$ cat src/rtl/spi_xfer_pkg.sv
// Shared definitions for the SPI transaction arbiter: FSM state encoding,
// default parameter values and a small width helper.
package spi_xfer_pkg;

  typedef enum logic [2:0] {
    ST_IDLE,
    ST_ARB,
    ST_SETUP,
    ST_SEND,
    ST_WAIT_RX,
    ST_HOLD
  } state_t;

  localparam int DEF_NUM_REQ     = 2;
  localparam int DEF_LEN_W       = 4;
  localparam int DEF_CS_GAP      = 2;
  localparam int DEF_TIMEOUT_CYC = 1024;

  function automatic int idx_width(input int n);
    return (n > 1) ? $clog2(n) : 1;
  endfunction

endpackage

$ cat src/rtl/spi_rr_arbiter.sv
// Combinational round-robin selector: first asserted request at or after ptr,
// wrapping modulo NUM_REQ. Produces a one-hot grant, its index and a hit flag.
module spi_rr_arbiter
  import spi_xfer_pkg::*;
#(
  parameter int NUM_REQ = DEF_NUM_REQ,
  parameter int IDX_W   = idx_width(DEF_NUM_REQ)
) (
  input  logic [NUM_REQ-1:0] req,
  input  logic [IDX_W-1:0]   ptr,
  output logic [NUM_REQ-1:0] gnt,
  output logic [IDX_W-1:0]   idx,
  output logic               any
);

  logic [IDX_W-1:0]   cand [NUM_REQ];
  logic [NUM_REQ-1:0] cand_hit;

  // cand[gi] is the requester gi places after the pointer; ptr < NUM_REQ always
  genvar gi;
  for (gi = 0; gi < NUM_REQ; gi++) begin : g_cand
    logic [IDX_W:0] sum;
    assign sum          = {1'b0, ptr} + (IDX_W+1)'(gi);
    assign cand[gi]     = (sum >= (IDX_W+1)'(NUM_REQ)) ? IDX_W'(sum - (IDX_W+1)'(NUM_REQ))
                                                       : sum[IDX_W-1:0];
    assign cand_hit[gi] = req[cand[gi]];
  end

  always_comb begin
    idx = '0;
    any = 1'b0;
    gnt = '0;
    for (int k = NUM_REQ - 1; k >= 0; k--) begin
      if (cand_hit[k]) begin
        idx = cand[k];
        any = 1'b1;
      end
    end
    if (any) gnt[idx] = 1'b1;
  end

endmodule

$ cat src/rtl/spi_xfer_arbiter.sv
// Shares one byte-level SPI master core between NUM_REQ requesters with
// round-robin arbitration. Optional RX watchdog: define SPI_XFER_ARB_TIMEOUT_EN.
module spi_xfer_arbiter
  import spi_xfer_pkg::*;
#(
  parameter int NUM_REQ     = DEF_NUM_REQ,
  parameter int LEN_W       = DEF_LEN_W,
  parameter int CS_GAP      = DEF_CS_GAP,
  parameter int TIMEOUT_CYC = DEF_TIMEOUT_CYC
) (
  input  logic                     CLK,
  input  logic                     RST,
  input  logic [NUM_REQ-1:0]       REQ,
  input  logic [NUM_REQ*LEN_W-1:0] REQ_LEN,
  output logic [NUM_REQ-1:0]       GNT,
  input  logic [NUM_REQ*8-1:0]     TX_DATA,
  input  logic [NUM_REQ-1:0]       TX_VD,
  output logic [NUM_REQ-1:0]       TX_RDY,
  output logic [7:0]               RX_DATA,
  output logic [NUM_REQ-1:0]       RX_VD,
  output logic [NUM_REQ-1:0]       DONE,
  output logic [NUM_REQ-1:0]       CS_N,
  output logic                     BUSY,
  input  logic                     CORE_IN_RDY,
  output logic                     CORE_IN_VD,
  output logic [7:0]               CORE_IN,
  input  logic [7:0]               CORE_OUT,
  input  logic                     CORE_OUT_VD,
  output logic                     ERR
);

  localparam int IDX_W = idx_width(NUM_REQ);
  localparam int GAP_W = $clog2(CS_GAP + 1);
  localparam logic [GAP_W-1:0] GAP_LAST = GAP_W'(CS_GAP - 1);

  if (NUM_REQ < 2 || NUM_REQ > 8 || CS_GAP < 1 || TIMEOUT_CYC < 1) begin : g_param_check
    $error("spi_xfer_arbiter: parameter out of range");
  end

  state_t             state_reg, state_next;
  logic [IDX_W-1:0]   ptr_reg, ptr_next;
  logic [IDX_W-1:0]   idx_reg, idx_next;
  logic [NUM_REQ-1:0] gnt_reg, gnt_next;
  logic [LEN_W-1:0]   cnt_reg, cnt_next;
  logic [GAP_W-1:0]   gap_reg, gap_next;
  logic [NUM_REQ-1:0] cs_n_reg, cs_n_next;
  logic [7:0]         rx_data_reg, rx_data_next;
  logic [NUM_REQ-1:0] rx_vd_reg, rx_vd_next;
  logic [NUM_REQ-1:0] done_reg, done_next;
  logic               core_fire;

  logic [NUM_REQ-1:0] arb_gnt;
  logic [IDX_W-1:0]   arb_idx;
  logic               arb_any;

  logic [7:0]         tx_data_arr [NUM_REQ];
  logic [LEN_W-1:0]   req_len_arr [NUM_REQ];

  genvar gi;
  for (gi = 0; gi < NUM_REQ; gi++) begin : g_unpack
    assign tx_data_arr[gi] = TX_DATA[gi*8 +: 8];
    assign req_len_arr[gi] = REQ_LEN[gi*LEN_W +: LEN_W];
  end

  spi_rr_arbiter #(
    .NUM_REQ (NUM_REQ),
    .IDX_W   (IDX_W)
  ) u_rr (
    .req (REQ),
    .ptr (ptr_reg),
    .gnt (arb_gnt),
    .idx (arb_idx),
    .any (arb_any)
  );

`ifdef SPI_XFER_ARB_TIMEOUT_EN
  localparam int TO_W = $clog2(TIMEOUT_CYC + 1);
  localparam logic [TO_W-1:0] TO_LAST = TO_W'(TIMEOUT_CYC - 1);
  logic [TO_W-1:0] to_reg, to_next;
  logic            err_reg, err_next;

  always_ff @(posedge CLK) begin
    if (RST) begin
      to_reg  <= '0;
      err_reg <= 1'b0;
    end else begin
      to_reg  <= to_next;
      err_reg <= err_next;
    end
  end

  assign ERR = err_reg;
`else
  assign ERR = 1'b0;
`endif

  always_ff @(posedge CLK) begin
    if (RST) begin
      state_reg   <= ST_IDLE;
      ptr_reg     <= '0;
      idx_reg     <= '0;
      gnt_reg     <= '0;
      cnt_reg     <= '0;
      gap_reg     <= '0;
      cs_n_reg    <= '1;
      rx_data_reg <= '0;
      rx_vd_reg   <= '0;
      done_reg    <= '0;
    end else begin
      state_reg   <= state_next;
      ptr_reg     <= ptr_next;
      idx_reg     <= idx_next;
      gnt_reg     <= gnt_next;
      cnt_reg     <= cnt_next;
      gap_reg     <= gap_next;
      cs_n_reg    <= cs_n_next;
      rx_data_reg <= rx_data_next;
      rx_vd_reg   <= rx_vd_next;
      done_reg    <= done_next;
    end
  end

  always_comb begin
    state_next   = state_reg;
    ptr_next     = ptr_reg;
    idx_next     = idx_reg;
    gnt_next     = gnt_reg;
    cnt_next     = cnt_reg;
    gap_next     = gap_reg;
    cs_n_next    = cs_n_reg;
    rx_data_next = rx_data_reg;
    rx_vd_next   = '0;
    done_next    = '0;
    core_fire    = 1'b0;
`ifdef SPI_XFER_ARB_TIMEOUT_EN
    to_next      = to_reg;
    err_next     = 1'b0;
`endif
    case (state_reg)
      ST_IDLE: begin
        if (|REQ) state_next = ST_ARB;
      end
      ST_ARB: begin
        // REQ may have dropped since IDLE; fall back rather than grant nobody
        if (arb_any) begin
          gnt_next   = arb_gnt;
          idx_next   = arb_idx;
          cnt_next   = req_len_arr[arb_idx];
          ptr_next   = (arb_idx == IDX_W'(NUM_REQ - 1)) ? '0 : arb_idx + 1'b1;
          cs_n_next  = ~arb_gnt;
          gap_next   = '0;
          state_next = ST_SETUP;
        end else begin
          state_next = ST_IDLE;
        end
      end
      ST_SETUP: begin
        if (gap_reg == GAP_LAST) begin
          gap_next   = '0;
          state_next = ST_SEND;
        end else begin
          gap_next = gap_reg + 1'b1;
        end
      end
      ST_SEND: begin
        if (TX_VD[idx_reg] && CORE_IN_RDY) begin
          core_fire  = 1'b1;
          state_next = ST_WAIT_RX;
`ifdef SPI_XFER_ARB_TIMEOUT_EN
          to_next    = '0;
`endif
        end
      end
      ST_WAIT_RX: begin
        if (CORE_OUT_VD) begin
          rx_data_next = CORE_OUT;
          rx_vd_next   = gnt_reg;
          if (cnt_reg == '0) begin
            gap_next   = '0;
            state_next = ST_HOLD;
          end else begin
            cnt_next   = cnt_reg - 1'b1;
            state_next = ST_SEND;
          end
        end
`ifdef SPI_XFER_ARB_TIMEOUT_EN
        else if (to_reg == TO_LAST) begin
          // abandon the transaction: release CS at once, no DONE
          err_next   = 1'b1;
          cs_n_next  = '1;
          gnt_next   = '0;
          state_next = ST_IDLE;
        end else begin
          to_next = to_reg + 1'b1;
        end
`endif
      end
      ST_HOLD: begin
        if (gap_reg == GAP_LAST) begin
          cs_n_next  = '1;
          done_next  = gnt_reg;
          gnt_next   = '0;
          state_next = ST_IDLE;
        end else begin
          gap_next = gap_reg + 1'b1;
        end
      end
      default: state_next = ST_IDLE;
    endcase
  end

  assign GNT        = gnt_reg;
  assign CS_N       = cs_n_reg;
  assign BUSY       = (state_reg != ST_IDLE);
  assign RX_DATA    = rx_data_reg;
  assign RX_VD      = rx_vd_reg;
  assign DONE       = done_reg;
  assign CORE_IN_VD = core_fire;
  assign CORE_IN    = core_fire ? tx_data_arr[idx_reg] : 8'h00;
  assign TX_RDY     = core_fire ? gnt_reg : '0;

endmodule

$ cat config.mk
export PLATFORM = sky130hd
export DESIGN_NAME = spi_xfer_arbiter
export DESIGN_NICKNAME = d
export VERILOG_FILES = /design/src/rtl/spi_xfer_pkg.sv /design/src/rtl/spi_rr_arbiter.sv /design/src/rtl/spi_xfer_arbiter.sv
export SDC_FILE = /design/constraint.sdc
export NUM_CORES = 1
export LEC_CHECK = 0
export BUFFER_PORTS_ARGS = -buffer_cell sky130_fd_sc_hd__buf_2
export CELL_PAD_IN_SITES_DETAIL_PLACEMENT = 0
export CELL_PAD_IN_SITES_GLOBAL_PLACEMENT = 1
export CORE_AREA = 10 10 80 82
export CTS_BUF_LIST = sky130_fd_sc_hd__clkbuf_4 sky130_fd_sc_hd__clkbuf_8 sky130_fd_sc_hd__clkbuf_16
export CTS_CLUSTER_SIZE = 40
export DETAILED_ROUTE_END_ITERATION = 8
export DIE_AREA = 0 0 90 92
export PLACE_DENSITY = 0.86
export SLEW_MARGIN = 20
export SYNTH_ARGS = -nofsm -noshare
export SYNTH_HDL_FRONTEND = slang
export SYNTH_HIERARCHICAL = 1
export SYNTH_SLANG_ARGS = --single-unit
$ cat constraint.sdc
create_clock -name CLK -period 2.2 [get_ports CLK]
set_clock_uncertainty 0.15 [all_clocks]
set_input_delay 0.33 -clock CLK [delete_from_list [all_inputs] [get_ports CLK]]
set_output_delay 0.33 -clock CLK [all_outputs]
set_load 0.03 [all_outputs]
==> summary.md, run 1 <==
| Metric | Value |
|---|---|
| Vias | `between 1,000 and 1,500` |
| WS Path Type | `flop to output pin` |
| Synth warnings | `6` |
| Gp weighted congestion | `roughly 0.77` |
| I/O Pins | `between 60 and 70` |
| Crit path from | `state_reg[1]` |
| Post-synthesis average cell area | `between 7 and 8 µm²` |
| Nets | `301` |
| Number of H-tree levels | `1` |
| Max FFs per register | `8` |
| Tightest Pin Transition | `~0.53 ns` |
| Post-synth top area cell | `dfxtp_1` |
| Vias per cell | `between 4 and 5` |
| First-pass GRT wire length | `around 6.7 mm` |
| Period utilization | `between 90% and 100%` |
| Critical Path Sink Type | `output pin` |
| Hold Crit Start | `CORE_OUT[6]` |
| Pin count of the biggest net entering global routing | `30` |
| Cell area after synthesis | `around 1500 µm²` |
| Power Density | `966 nW/µm²` |
| Count of pins over their slew limit | `0` |
| Synthesized instance count | `191` |
| Post-synth EDFFs | `0` |
| ANT cells | `0` |
| CTS max path bufs | `2` |
| Slew HR | `around 65%` |
| Initial drt markers | `a little under 80` |
| Setup slack at placement | `0.255 ns` |
| Min-Delay Endpoint | `RX_DATA[6]` |
| WP data arrival | `1.55 ns` |
| Register bit total from synthesis | `27` |
| Core box area | `roughly 5000 µm²` |
| Die height | `about 92 µm` |
| Layout cell share with drive strength beyond 1 | `about 34%` |
| Rows | `26` |
| TNS Setup | `0 ns` |
| Final ANT Viol Nets | `0` |
| Hold WC Path Type | `primary input to flop` |
| Drt drc | `0` |
| Initial core utilization | `between 30% and 40%` |
| Clk slew on worst S/H paths | `roughly 0.1 ns` |
| Fin crit period | `approximately 2 ns` |
| TritonCTS buffer count | `3` |
| Seq/Total Area, Yosys | `a little over a third` |
| CTS tree | `done` |
| Synth Flop Type | `dfxtp_1` |
| Reg2reg setup slack | `around 0.35 ns` |
| Area Growth Syn to Fin | `30.3%` |
| Final WS setup | `roughly 0.17 ns` |
| Worst Reg-to-Reg Cells | `5` |
| Tot GR Track Use | `around a tenth` |
| Initial antenna violation count | `0` |
| DPL Wire Length | `3.37 mm` |
| Maxcap violations | `0` |
| Root Buffer | `clkbuf_8` |
| Peak VDD IR | `approximately 0.33 mV` |
| RR Startpoint | `state_reg[2]` |
| Share of the synthesized area in the top cell type | `35.6%` |
| Status | `finished clean` |
| Vias in the first global route | `1,439` |
| Die Area | `between 8000 and 9000 µm²` |
| WP data required | `between 1.5 and 2 ns` |
| WL final | `4.21 mm` |
| Achievable frequency | `slightly below 0.5 GHz` |
| Number of failing hold endpoints at the final stage | `0` |
| Top post-synthesis cells by area | `dfxtp_1 36%, mux2i_1 9.2%, nand2_1 7.2%` |
| Yosys cell types | `41` |
| Die X | `around 90 µm` |
| DR WL/cell | `between 10 and 15 µm` |
| Skew-Pair Late Insertion Delay | `about 0.27 ns` |
| Syn_nets | `235` |
| Pleak | `roughly 0.87 nW` |
| Ys async rst share | `0%` |
| Clock sinks | `27` |
| Reg2reg end | `gap_reg[0]` |
| Port bufs | `67` |
| RSZ-0062 raised after global routing | `no` |
| WHS Path Cells | `3` |
| Crit Path Max Fanout | `9` |
| Type of origin of the critical path | `flop` |
| Drt pass-1 iters | `4` |
| Count of final setup violators | `0` |
| Overflow after GRT | `0` |
-- critical path, stage by stage (launching register included) --
cell and delay (ns):
dfxtp_1 0.36, nor2b_2 0.23, nand4_1 0.16, buf_4 0.21, nor2_1 0.10, buf_2 0.21
-- power breakdown --
part,internal [W],switching [W]
Combinational,0.000403,0.000537
Clock,0.000128,0.000162
Sequential,0.000584,0.0000976
-- cells in the final DEF, fill, tap and decap left out, types with 2 or more instances in the layout --
cell       netlist  final
and4bb_2         2      2
nand2b_1         3      3
nor2_1          19     19
a21oi_1         14     14
o21ai_0          8      8
a31oi_1          2      2
a211oi_1         3      3
nand2_1         29     29
mux2_2           3      3
clkbuf_8         0      3
a21boi_0         3      3
nor4_1           4      4
nand3_1          3      3
inv_1            9      9
nor2b_1          5      4
a2bb2oi_1        2      2
ha_1             4      4
or3_1            3      3
mux2i_1         14     14
buf_4            1      8
buf_2            3     67
nor3_1           4      4
dfxtp_1         27     26
-- cell usage after synthesis, types with 4 or more instances --
cell,n
nand2_1,29
dfxtp_1,27
nor2_1,19
a21oi_1,14
mux2i_1,14
inv_1,9
o21ai_0,8
clkbuf_1,7
nor2b_1,5
ha_1,4
nor3_1,4
nor4_1,4
-- per-layer routing --
metal	vias to the layer above	GRT usage (%)	wire length, µm
met5	-	0	0
met4	0	1.99	14
met3	2	1.87	130
met2	22	17.2	2200
met1	669	11.1	1860
li1	783	-	-
-- through the flow --
step	area, µm²	util [%]	hold slack, ns	std cells	total power, W
finish	1980	40.3	0.135	326	0.00191
global route	1980	40.3	0.142	326	0.00206
CTS	1970	40.1	0.131	325	0.00193
detailed placement	1920	39.0	0.294	321	0.00162
global placement	1920	39.0	0.294	321	0.00162
floorplan	1520	-	0.307	191	0.00139
-- cell families (layout without fill, tap and decap cells) --
logic type	Yosys count	count (layout)	share of synthesized area, %
AND/OR/NAND/NOR	81	81	26.8
AO/OA/AOI/OAI	38	38	15.4
flip-flops	27	27	35.6
buffers and inverters	23	88	7.17
multiplexers	17	17	11.5
adder cells (fa/ha/maj)	4	4	3.30
other	1	1	0.247
-- worst max path at each step --
stage	slack (ns)	to	cells past startpoint
global route	0.1	CORE_IN[1]	5
CTS	0.07	CORE_IN[5]	5
finish	0.17	CORE_IN[5]	5
global placement	0.27	CORE_IN[1]	4
floorplan	0.23	CORE_IN[0]	5
detailed placement	0.26	CORE_IN[5]	4
-- what timing repair did --
action                                  4_1_cts  5_1_grt
endpoints found under the setup margin        8        1
hold buffers                                  0        0
pin swaps                                     0        1
setup buffers                                 0        1
resized for setup                             2        0
-- cell type report --
| cell class | instances | area, µm² |
|---|---|---|
| multi-input cells | 141 | 871 |
| fillers | 524 | 2930 |
| flip-flops and latches | 27 | 542 |
| inverters | 9 | 33.8 |
| well taps | 70 | 87.6 |
| repair buffers | 75 | 395 |
| clock buffers | 3 | 41.3 |
| clock inverters | 1 | 7.51 |
Power figures use the tool's default switching activity.
==> run 2: changes to the inputs <==
Settings changed: CORE_AREA 10 10 80 82 to 2 2 72 74, DIE_AREA 0 0 90 92 to 0 0 74 76.
==> run 2 against run 1 <==
Against the previous run: clock power hardly changed; sequential power is 2% lower; non-clock buffer count is 1 lower; cell count is 0.31% lower; critical path depth stayed put; highest routed layer unchanged.
==> summary.md, run 2 (synthesis results as in run 1) <==
| Metric | Value |
|---|---|
| Die Area | `5620 µm² (-32%)` |
| Clk slew on worst S/H paths | `0.10 ns (about the same)` |
| Skew-Pair Late Insertion Delay | `0.27 ns (about the same)` |
| Status | `finished clean` |
| CTS tree | `done` |
| Drt drc | `0 (unchanged)` |
| CTS max path bufs | `2 (unchanged)` |
| Pleak | `0.862 nW (-0.44%)` |
| Layout cell share with drive strength beyond 1 | `33.7% (-0.26 points)` |
| Hold WC Path Type | `primary input to flop` |
| Crit Path Max Fanout | `9 (unchanged)` |
| Initial drt markers | `72 (-6.5%)` |
| Core box area | `4910 µm² (unchanged)` |
| Tot GR Track Use | `14.0% (+4.5 points)` |
| Initial core utilization | `30.9% (unchanged)` |
| WS Path Type | `flop to output pin` |
| Peak VDD IR | `0.336 mV (+0.84%)` |
| Root Buffer | `clkbuf_8` |
| Commonest cells after routing, fill and taps aside | `67 x buf_2, 29 x nand2_1, 26 x dfxtp_1` |
| Vias per cell | `4.58 (+1.3%)` |
| Die X | `74 µm (-18%)` |
| Crit path from | `idx_reg` |
| TritonCTS buffer count | `3 (unchanged)` |
| Count of pins over their slew limit | `0 (unchanged)` |
| Commonest non-fill, non-tap cell in the layout | `buf_2` |
| RR Startpoint | `cnt_reg[0]` |
| Min-Delay Endpoint | `RX_DATA[5]` |
| Count of final setup violators | `0 (unchanged)` |
| Vias | `1,490 (+0.95%)` |
| Fin crit period | `2.04 ns (+0.0154 ns)` |
| Hold Crit Start | `CORE_OUT[5]` |
| WP data arrival | `1.56 ns (about the same)` |
| Reg2reg end | `cnt_reg[2]` |
| Port bufs | `67 (unchanged)` |
| I/O Pins | `69 (unchanged)` |
| Gp weighted congestion | `0.875 (+14%)` |
| Pin count of the biggest net entering global routing | `21 (-30%)` |
| Max FFs per register | `8 (unchanged)` |
| Maxcap violations | `0 (unchanged)` |
| Nets | `300 (-0.33%)` |
| Period utilization | `92.8% (+0.70 points)` |
| WHS Path Cells | `3 (unchanged)` |
| Number of failing hold endpoints at the final stage | `0 (unchanged)` |
| WP data required | `1.72 ns (about the same)` |
| Overflow after GRT | `0 (unchanged)` |
| Die height | `76 µm (-17%)` |
| DR WL/cell | `11.4 µm (-12%)` |
| Achievable frequency | `0.490 GHz (-0.75%)` |
| Total power | `0.00187 W (-2.2%)` |
| WL final | `3.70 mm (-12%)` |
| Reg2reg setup slack | `0.33 ns (-0.02 ns)` |
| ANT cells | `0 (unchanged)` |
| Type of origin of the critical path | `flop` |
| Clock sinks | `27 (unchanged)` |
| DPL Wire Length | `2.93 mm (-13%)` |
| Postcts setup bufs | `0 (unchanged)` |
| Initial antenna violation count | `0 (unchanged)` |
| Area Growth Syn to Fin | `29.8%` |
| Drt pass-1 iters | `4 (unchanged)` |
| First-pass GRT wire length | `6.42 mm (-4.7%)` |
| Power Density | `948 nW/µm² (-1.9%)` |
| Worst Reg-to-Reg Cells | `6 (+1)` |
| Rows | `26 (unchanged)` |
| Vias in the first global route | `1,444 (+0.35%)` |
| Hold buffers post-CTS | `0 (unchanged)` |
| Final ANT Viol Nets | `0 (unchanged)` |
| TNS Setup | `0 ns (unchanged)` |
| Critical Path Sink Type | `output pin` |
| RSZ-0062 raised after global routing | `no` |
| Number of H-tree levels | `1 (unchanged)` |
[run 2: cell count changes in the layout (fill, tap and decap cells not counted)]
cell / previous run / this run
buf_4: 8 / 7
[run 2: critical path, stage by stage, from the launching register on]
cell,delay (ns)
dfxtp_1,0.36
mux2_2,0.35
nand4_1,0.17
buf_4,0.19
nor2_1,0.05
buf_2,0.17
[run 2: per-layer routing]
layer | part of all wire (%) | global-route usage [%] | up-vias | wire [µm]
met3 | 3.0 | 1.85 | 4 | 111
li1 | - | - | 784 | -
met2 | 52 | 25.1 | 21 | 1940
met1 | 43 | 17.2 | 681 | 1600
met4 | 1.4 | 3.27 | 0 | 53
met5 | 0 | 0 | - | 0
[run 2: power by group]
group	switching (W)	total [W]	leakage (nW)	internal, W
Combinational	0.000527	0.000910	0.620	0.000382
Sequential	0.0000857	0.000669	0.219	0.000583
Clock	0.000161	0.000289	0.0217	0.000128
Total	0.000774	0.00187	0.862	0.00109
[run 2: worst max-delay path by stage]
stage	end	slack, ns	cells past startpoint
floorplan	CORE_IN[0]	0.23	5
global placement	cnt_reg[2]	0.32	6
detailed placement	cnt_reg[2]	0.34	6
CTS	CORE_IN[5]	0.06	4
global route	cnt_reg[3]	0.03	6
finish	CORE_IN[0]	0.16	5
[run 2: final cells by class]
cell class / count / area (µm²)
tap: 70 / 87.6
timing repair buffer: 74 / 388
inverter: 9 / 33.8
multi-input combinational: 141 / 871
clock inverter: 1 / 7.51
sequential: 27 / 542
clock buffer: 3 / 41.3
fill: 507 / 2940
[run 2: stage by stage]
| stage | cell area (µm²) | hold WS (ns) | utilization (%) | setup WS (ns) | std cells |
|---|---|---|---|---|---|
| final | 1970 | 0.132 | 40.1 | 0.159 | 325 |
| after global routing | 1970 | 0.130 | 40.1 | 0.0260 | 325 |
| after CTS | 1970 | 0.131 | 40.0 | 0.0567 | 325 |
| after detailed placement | 1920 | 0.297 | 39.0 | 0.342 | 321 |
| after global placement | 1920 | 0.290 | 39.0 | 0.320 | 321 |
| after floorplan | 1520 | 0.307 | - | 0.233 | 191 |
[run 2: repair_timing]
action | CTS | global route
endpoints found under the setup margin | 0 | 10
hold endpoints to repair | 0 | 0
resized for setup | 0 | 2
